===== config.mk =====
export PLATFORM = sky130hd
export DESIGN_NAME = summ_apod
export DESIGN_NICKNAME = d
export VERILOG_FILES = /design/src/rtl/summ_pkg.sv /design/src/rtl/apod_mult.sv /design/src/rtl/summ_apod.sv
export SDC_FILE = /design/constraint.sdc
export NUM_CORES = 1
export LEC_CHECK = 0
export ABC_AREA = 1
export CORE_MARGIN = 2
export CORE_UTILIZATION = 45
export CTS_CLUSTER_DIAMETER = 200
export CTS_CLUSTER_SIZE = 16
export DETAILED_ROUTE_END_ITERATION = 10
export PLACE_DENSITY = 0.67
export SETUP_SLACK_MARGIN = 0.15
export SLEW_MARGIN = 20
export SYNTH_ARGS = -nofsm -noshare
export SYNTH_HDL_FRONTEND = slang
export SYNTH_HIERARCHICAL = 1
export SYNTH_SLANG_ARGS = --single-unit

===== constraint.sdc =====
create_clock -name clk -period 3.4 [get_ports clk]
set_input_delay 0.85 -clock clk [delete_from_list [all_inputs] [get_ports clk]]
set_output_delay 0.85 -clock clk [all_outputs]
set_load 0.05 [all_outputs]

===== src/rtl/summ_pkg.sv =====
// Shared types and width helpers for the apodized channel summer.
package summ_pkg;

  typedef enum logic [1:0] {
    IDLE  = 2'd0,
    ACCUM = 2'd1,
    DRAIN = 2'd2,
    HOLD  = 2'd3
  } summ_state_e;

  // Signed sample times zero-extended unsigned weight needs one extra bit.
  function automatic int prod_width(input int data_width, input int weight_width);
    return data_width + weight_width + 1;
  endfunction

  function automatic int sum_width(input int data_width, input int weight_width,
                                   input int num_channels);
    return data_width + weight_width + 1 + $clog2(num_channels);
  endfunction

endpackage


===== src/rtl/apod_mult.sv =====
// Registered signed-sample x unsigned-weight multiplier with a valid flag, one-cycle latency.
module apod_mult
  import summ_pkg::*;
#(
  parameter int DATA_WIDTH   = 16,
  parameter int WEIGHT_WIDTH = 8,
  parameter int PROD_WIDTH   = prod_width(DATA_WIDTH, WEIGHT_WIDTH)
) (
  input  logic                         clk,
  input  logic                         reset_n,
  input  logic                         clr_i,
  input  logic                         en_i,
  input  logic signed [DATA_WIDTH-1:0] sample_i,
  input  logic [WEIGHT_WIDTH-1:0]      weight_i,
  output logic signed [PROD_WIDTH-1:0] prod_o,
  output logic                         vld_o
);

  logic signed [PROD_WIDTH-1:0] sample_ext;
  logic signed [PROD_WIDTH-1:0] weight_ext;
  logic signed [PROD_WIDTH-1:0] prod_d;
  logic signed [PROD_WIDTH-1:0] prod_q;
  logic                         vld_q;

  always_comb begin
    sample_ext = PROD_WIDTH'(sample_i);
    weight_ext = PROD_WIDTH'({1'b0, weight_i});
    prod_d     = sample_ext * weight_ext;
  end

  always_ff @(posedge clk or negedge reset_n) begin
    if (!reset_n) begin
      prod_q <= '0;
      vld_q  <= 1'b0;
    end else if (clr_i) begin
      prod_q <= '0;
      vld_q  <= 1'b0;
    end else begin
      vld_q <= en_i;
      if (en_i) begin
        prod_q <= prod_d;
      end
    end
  end

  assign prod_o = prod_q;
  assign vld_o  = vld_q;

endmodule


===== src/rtl/summ_apod.sv =====
// Apodized delay-and-sum: weights NUM_CHANNELS beats and sums them into one result.
// Build macro SUMM_APOD_SAT_EN selects clamping of the result instead of wrapping.
module summ_apod
  import summ_pkg::*;
#(
  parameter int DATA_WIDTH   = 16,
  parameter int NUM_CHANNELS = 4,
  parameter int WEIGHT_WIDTH = 8,
  parameter int OUT_WIDTH    = 20
) (
  input  logic                              clk,
  input  logic                              reset_n,
  input  logic                              start,
  input  logic                              in_valid,
  output logic                              in_ready,
  input  logic signed [DATA_WIDTH-1:0]      in_sample,
  input  logic [WEIGHT_WIDTH-1:0]           in_weight,
  output logic                              out_valid,
  input  logic                              out_ready,
  output logic signed [OUT_WIDTH-1:0]       out_sum,
  output logic                              out_sat,
  output logic [$clog2(NUM_CHANNELS)-1:0]   chan_idx,
  output logic [1:0]                        dbg_state
);

  localparam int PROD_WIDTH = prod_width(DATA_WIDTH, WEIGHT_WIDTH);
  localparam int SUM_WIDTH  = sum_width(DATA_WIDTH, WEIGHT_WIDTH, NUM_CHANNELS);
  localparam int CW         = $clog2(NUM_CHANNELS);
  localparam logic [CW-1:0] LAST_IDX = CW'(NUM_CHANNELS - 1);

  summ_state_e                  state_q;
  logic                         in_ready_q;
  logic                         out_valid_q;
  logic signed [OUT_WIDTH-1:0]  out_sum_q;
  logic                         out_sat_q;
  logic [CW-1:0]                chan_q;
  logic signed [SUM_WIDTH-1:0]  acc_q;
  logic signed [SUM_WIDTH-1:0]  acc_d;
  logic signed [OUT_WIDTH-1:0]  res_d;
  logic                         sat_d;
  logic signed [PROD_WIDTH-1:0] prod;
  logic                         prod_vld;
  logic                         hs;
  logic                         mult_clr;
  logic                         mult_en;

  // A beat transfers on any rising edge where in_valid && in_ready; a result
  // transfers where out_valid && out_ready. Both ready/valid are level signals.
  assign hs       = in_valid && in_ready_q;
  assign mult_clr = start && (state_q != HOLD);
  assign mult_en  = hs && !start;

  apod_mult #(
    .DATA_WIDTH  (DATA_WIDTH),
    .WEIGHT_WIDTH(WEIGHT_WIDTH),
    .PROD_WIDTH  (PROD_WIDTH)
  ) u_mult (
    .clk     (clk),
    .reset_n (reset_n),
    .clr_i   (mult_clr),
    .en_i    (mult_en),
    .sample_i(in_sample),
    .weight_i(in_weight),
    .prod_o  (prod),
    .vld_o   (prod_vld)
  );

  always_comb begin
    acc_d = acc_q;
    if (prod_vld) begin
      acc_d = acc_q + SUM_WIDTH'(prod);
    end
  end

`ifdef SUMM_APOD_SAT_EN
  logic [SUM_WIDTH-OUT_WIDTH:0] hi_bits;

  // The result fits when every bit above the output sign bit matches it.
  always_comb begin
    hi_bits = acc_d[SUM_WIDTH-1:OUT_WIDTH-1];
    res_d   = OUT_WIDTH'(acc_d);
    sat_d   = 1'b0;
    if (!((&hi_bits) || !(|hi_bits))) begin
      sat_d = 1'b1;
      if (acc_d[SUM_WIDTH-1]) begin
        res_d = {1'b1, {(OUT_WIDTH-1){1'b0}}};
      end else begin
        res_d = {1'b0, {(OUT_WIDTH-1){1'b1}}};
      end
    end
  end
`else
  always_comb begin
    res_d = OUT_WIDTH'(acc_d);
    sat_d = 1'b0;
  end
`endif

  always_ff @(posedge clk or negedge reset_n) begin
    if (!reset_n) begin
      state_q     <= IDLE;
      in_ready_q  <= 1'b0;
      out_valid_q <= 1'b0;
      out_sum_q   <= '0;
      out_sat_q   <= 1'b0;
      chan_q      <= '0;
      acc_q       <= '0;
    end else begin
      case (state_q)
        IDLE: begin
          if (start) begin
            state_q    <= ACCUM;
            in_ready_q <= 1'b1;
            acc_q      <= '0;
            chan_q     <= '0;
          end
        end
        ACCUM: begin
          if (start) begin
            acc_q  <= '0;
            chan_q <= '0;
          end else begin
            acc_q <= acc_d;
            if (hs) begin
              if (chan_q == LAST_IDX) begin
                chan_q     <= '0;
                state_q    <= DRAIN;
                in_ready_q <= 1'b0;
              end else begin
                chan_q <= chan_q + 1'b1;
              end
            end
          end
        end
        DRAIN: begin
          if (start) begin
            state_q    <= ACCUM;
            in_ready_q <= 1'b1;
            acc_q      <= '0;
            chan_q     <= '0;
          end else begin
            acc_q       <= acc_d;
            out_sum_q   <= res_d;
            out_sat_q   <= sat_d;
            out_valid_q <= 1'b1;
            state_q     <= HOLD;
          end
        end
        HOLD: begin
          // start is deliberately ignored until the held result is taken.
          if (out_ready) begin
            out_valid_q <= 1'b0;
            state_q     <= IDLE;
          end
        end
        default: state_q <= IDLE;
      endcase
    end
  end

  assign in_ready  = in_ready_q;
  assign out_valid = out_valid_q;
  assign out_sum   = out_sum_q;
  assign out_sat   = out_sat_q;
  assign chan_idx  = chan_q;
  assign dbg_state = state_q;

endmodule


# Yosys cells after proc, flatten, opt, wreduce, memory -nomap -nowiden
# Cells that the tools add are included.
totals:
  regBits: 79
  output_inout_bits: 27
  wordCells: 72
classes:
  addsub: 2
  n_mul: 1
  n_eq_ne: 14
  n_mux: 27
  bitwise: 1
  n_reduce_logical: 18
op_table:
  columns: ["cell", "count"]
  rows:
  - ["2-to-1 mux 27 bit", 3]
  - ["one-hot mux 27 bit (2 select lines)", 1]
  - ["2-to-1 mux 25 bit", 2]
  - ["adder 27 x 25 -> 27 bit", 1]
  - ["multiplier 16 x 9 -> 25 bit", 1]
  - ["2-to-1 mux 2 bit", 10]
  - ["inequality test 2 bit, second input constant", 7]
  - ["AND reduction 5 bit", 2]
  - ["AND reduction 3 bit", 3]
  - ["one-hot mux 2 bit (4 select lines)", 1]
  - ["nonzero test 2 bit", 4]
  - ["2-to-1 mux 1 bit", 7]
  - ["equality test 2 bit, second input constant", 3]
  - ["one-hot mux 1 bit (2 select lines)", 2]
  - ["one-hot mux 2 bit (2 select lines)", 1]
  - ["AND reduction 2 bit", 2]
  - ["OR reduction 2 bit", 2]
  - ["logical AND 1 bit", 3]
  - ["inequality test 3 x 1 -> 1 bit, second input constant", 1]
  - ["inequality test 3 bit, second input constant", 1]
  - ["adder 2 x 1 -> 2 bit, second input constant", 1]
  - ["equality test 2 x 1 -> 1 bit, second input constant", 1]
  - ["logical NOT 2 bit", 1]
  - ["inequality test 2 x 1 -> 1 bit, second input constant", 1]
  - ["other kinds (2)", 2]

# Longest topological paths before layout
logic_depth:
  word_depth: 5
  mapped_depth: 24
  mapped_depth_nobuf: 22

# Hierarchy
# Netlist, hierarchy kept.
modules_own_cells:
  columns: ["module", "n_inst", "cells_each", "area_each_um2", "seq_area_each_um2"]
  rows:
  - ["apod_mult", 1, 912, 6288.5, 650.6]
  - ["summ_apod", 1, 489, 3418.3, 1151.1]

# Least setup slack after synthesis
# OpenSTA, ideal clock, no wires.
synth_path:
  path_kind: "input to register"
  start: "in in_sample[15]"
  end: "reg u_mult.prod_q[24] (netlist: u_mult/prod_o[24])"
  setup_time_ns: 0.117
  arrival_ns: 4.742
  t_required_ns: 3.283
  setup_slack_ns: -1.459
  cell_stages: 21
  path_cell_list: "clkbuf_1 nand2_1 inv_1 fa_1 inv_1 fa_1 inv_1 fa_1 inv_1 fa_1 inv_1 ha_1 nand2_1 nor2_1 inv_1 nor2_2 nand3b_1 nand3_1 nand2_1 nand3_1 nand2_1"
synth_via:
  elab_chain_cells: 3
synth_lines:
  columns: ["item", "line_no", "rtl"]
  rows:
  - ["from (decl)", "summ_apod.sv:16", "input logic signed [DATA_WIDTH-1:0] in_sample,"]
  - ["multiplier 16 x 9 -> 25 bit", "apod_mult.sv:28", "prod_d = sample_ext * weight_ext;"]
  - ["2-to-1 mux 25 bit", "apod_mult.sv:40", "if (en_i) begin"]
  - ["2-to-1 mux 25 bit", "apod_mult.sv:35", "end else if (clr_i) begin"]
  - ["to (signal assigned)", "apod_mult.sv:41", "prod_q <= prod_d;"]
  - ["to (decl)", "apod_mult.sv:22", "logic signed [PROD_WIDTH-1:0] prod_q;"]
# No other way between the ends. The select of a mux whose other input is x is not followed.
# A chain may end at the register's enable or synchronous reset.

# Worst setup path after layout
layout_path:
  start: "in in_weight[0]"
  end: "reg u_mult.prod_q[14] (netlist: u_mult/prod_o[14])"
layout_via:
  elab_chain_cells: 3
layout_lines:
  columns: ["item", "line_no", "rtl"]
  rows:
  - ["from (decl)", "summ_apod.sv:17", "input logic [WEIGHT_WIDTH-1:0] in_weight,"]
  - ["multiplier 16 x 9 -> 25 bit", "apod_mult.sv:28", null]
  - ["2-to-1 mux 25 bit", "apod_mult.sv:40", null]
  - ["2-to-1 mux 25 bit", "apod_mult.sv:35", null]
# No other way between the ends. The select of a mux whose other input is x is not followed.

==> impl_metrics.py <==
metrics = {
    "floorplanning": {
        "die_x_um": 141,
        "die_h_um": 141,
        "die_area_sq_um": 19900,
        "rows": 50,
        "core_area_sq_um": 18600,
        "ios": 56,
        "start_util": 0.456,
    },
    "timing": {
        "report.final.setup_viol": 15,
        "setup_ws_ps": -762,
        "finalClockSkew_ps": 4.35,
        "slew_headroom": 0.441,
        "min_period_ps": 4160,
        "tightest_slew_ps": 838,
        "final-hold-violation-count": 0,
        "hold_slack_ps": 472,
        "period_share": 1.22,
        "timing.fmax_mhz": 240,
        "rsz0062_at_grt": "yes",
        "slew_viol_final": 0,
    },
    "clock_network": {
        "htree_num_levels": 3,
        "clockBufferDepth": 2,
        "clk_latency_ps": 330,
        "cts_sinks": 67,
        "cts_tree": "done",
        "numCtsBuffers": 9,
        "cts.clk_slew.worst_paths_ps": 50,
        "cts_root_buf": "clkbuf_16",
    },
    "cells_and_area": {
        "drive_gt1_frac": 0.287,
        "area_delta_synth_final_pct": 33.0,
        "fillers": 1601,
        "fin_cells": 1564,
        "multi_input_area_sq_um": 6180,
        "antenna_cells": 0,
        "utilization": 0.606,
        "fin_nets": 1508,
        "regArea_sq_um": 1680,
    },
    "global_route": {
        "grt_use_total": 0.213,
        "overflow": 0,
        "grt_pass1_vias": 7696,
        "grt_max_degree": 68,
        "antenna_found_initial": 0,
        "grt_pass1_wl_um": 34900,
    },
    "place": {
        "io_buffers": 54,
        "place_inst": 1508,
        "place_hpwl_um": 15100,
        "place.gp.congestion": 0.856,
    },
    "setup_path": {
        "critPathCaptureType": "register",
        "critPathLaunchType": "input port",
        "reg2regPathDepth": 7,
        "required_ps": 3620,
        "ff2ff_setup_slack_ps": 1230,
        "criticalPathCategory": "in2reg",
        "crit_fanout": 5,
        "rr_endpoint": "u_mult/prod_o[9]",
        "r2r_start": "dbg_state[1]",
        "arrival_ps": 4380,
    },
    "run": {
        "cap_violations": 0,
    },
    "routing": {
        "vias": 7494,
        "final_antenna_net_count": 0,
        "drc": 0,
        "drt_pre_antenna_iters": 5,
        "drtIter0Drc": 359,
        "finalWirelength_um": 20700,
        "drt-wirelength-per-cell_um": 13.2,
        "vias_per_cell": 4.79,
    },
    "power": {
        "p_per_area_nw_per_um2": 768,
        "power.leakage_nw": 6.32,
        "vdd_drop_max_v": 0.000342,
    },
    "hold_path": {
        "min_from": "out_sum[14]",
        "hold_end": "out_sum[14]",
        "hp-class": "reg2reg",
        "whs_path_depth": 2,
    },
    "outcome": {
        "outcome": "complete, but fails checks",
        "violations": "negative setup slack",
    },
    "yosys": {
        "yosys_warnings": 6,
        "synth_area_sq_um": 8460,
        "syn-mean-instance-area_sq_um": 7.05,
        "syn_nets": 1383,
        "synthCells": 1200,
    },
}
## power by group
part / switching, W / internal [W] / total [W]
sequential: 0.000179 / 0.00105 / 0.00123
combinational: 0.00369 / 0.00278 / 0.00647
clock: 0.000317 / 0.000628 / 0.000945
total: 0.00419 / 0.00446 / 0.00865
## worst max-delay path by stage
stage	start	to	slack, ps	depth (start not counted)
after floorplan	in_weight[0]	u_mult/prod_o[18]	-890	21
after global placement	in_sample[15]	u_mult/prod_o[18]	-1490	19
after detailed placement	in_sample[15]	u_mult/prod_o[19]	-1540	19
after CTS	in_weight[0]	u_mult/prod_o[18]	-720	23
after global routing	in_weight[0]	u_mult/prod_o[14]	-900	21
final	in_weight[0]	u_mult/prod_o[14]	-760	21
## registers in the layout (all words and copies together) (netlist names)
name           count
in_ready           1
out_valid          1
out_sum           20
dbg_state          2
u_mult/prod_o     20
acc_q             20
u_mult/vld_o       1
chan_idx           2
## layer usage
metal / track usage / vias to the layer above / wire length (um)
li1: - / 3771 / -
met1: 0.266 / 3510 / 9030
met2: 0.381 / 158 / 10400
met3: 0.0204 / 55 / 585
met4: 0.0805 / 0 / 651
met5: 0 / - / 0
## placed cells by master (no fill, tap or decap), types with 28 or more instances in the layout
| cell | instances |
|---|---|
| buf_4 | 70 |
| inv_1 | 233 |
| fa_1 | 78 |
| ha_1 | 45 |
| clkdlybuf4s50_1 | 29 |
| inv_2 | 61 |
| dfrtp_1 | 67 |
| nand2_2 | 61 |
| nand3_1 | 60 |
| nand2_4 | 28 |
| nand2_1 | 318 |
| nor2_1 | 33 |
## through the flow
stage | setup slack [ps] | power [W] | setup TNS, ps | area [sq um]
after floorplan | -888 | 0.00506 | -11020 | 8900
after global placement | -1490 | 0.00654 | -20720 | 9930
after detailed placement | -1540 | 0.00666 | -21280 | 9940
after CTS | -721 | 0.00814 | -8340 | 10900
after global routing | -902 | 0.00941 | -10600 | 11300
final | -762 | 0.00865 | -8670 | 11300
## timing repair
action / in CTS / in global routing
gates resized for setup: 216 / 113
buffers inserted: 29 / 4
endpoints found under the setup margin: 16 / 15
pin swaps: 109 / 73
gates cloned: 7 / 0
hold endpoints to repair: 0 / 0
hold buffers: 0 / 0
## area by class of cell
| type | instances | area share |
|---|---|---|
| repair buffers | 161 | 0.149 |
| clock inverters | 1 | 0.00267 |
| multi-input cells | 788 | 0.549 |
| well taps | 234 | 0.0260 |
| inverters | 298 | 0.100 |
| clock buffers | 15 | 0.0247 |
| flip-flops and latches | 67 | 0.149 |
## critical path, stage by stage
cell      delay [ps]
buf_8             90
buf_12           130
nand2_2           70
fa_1             540
inv_1             60
fa_1             500
inv_2             40
fa_1             450
fa_1             530
inv_2             50
ha_4             250
nand2_2           60
nand2_2           60
buf_4            130
nand2_2           50
nand2_1           50
nand2_1           50
nand2_1           70
nor3_2           160
nand3b_1         110
nand2_1           60
No activity file was read; power rests on OpenSTA's default activity.
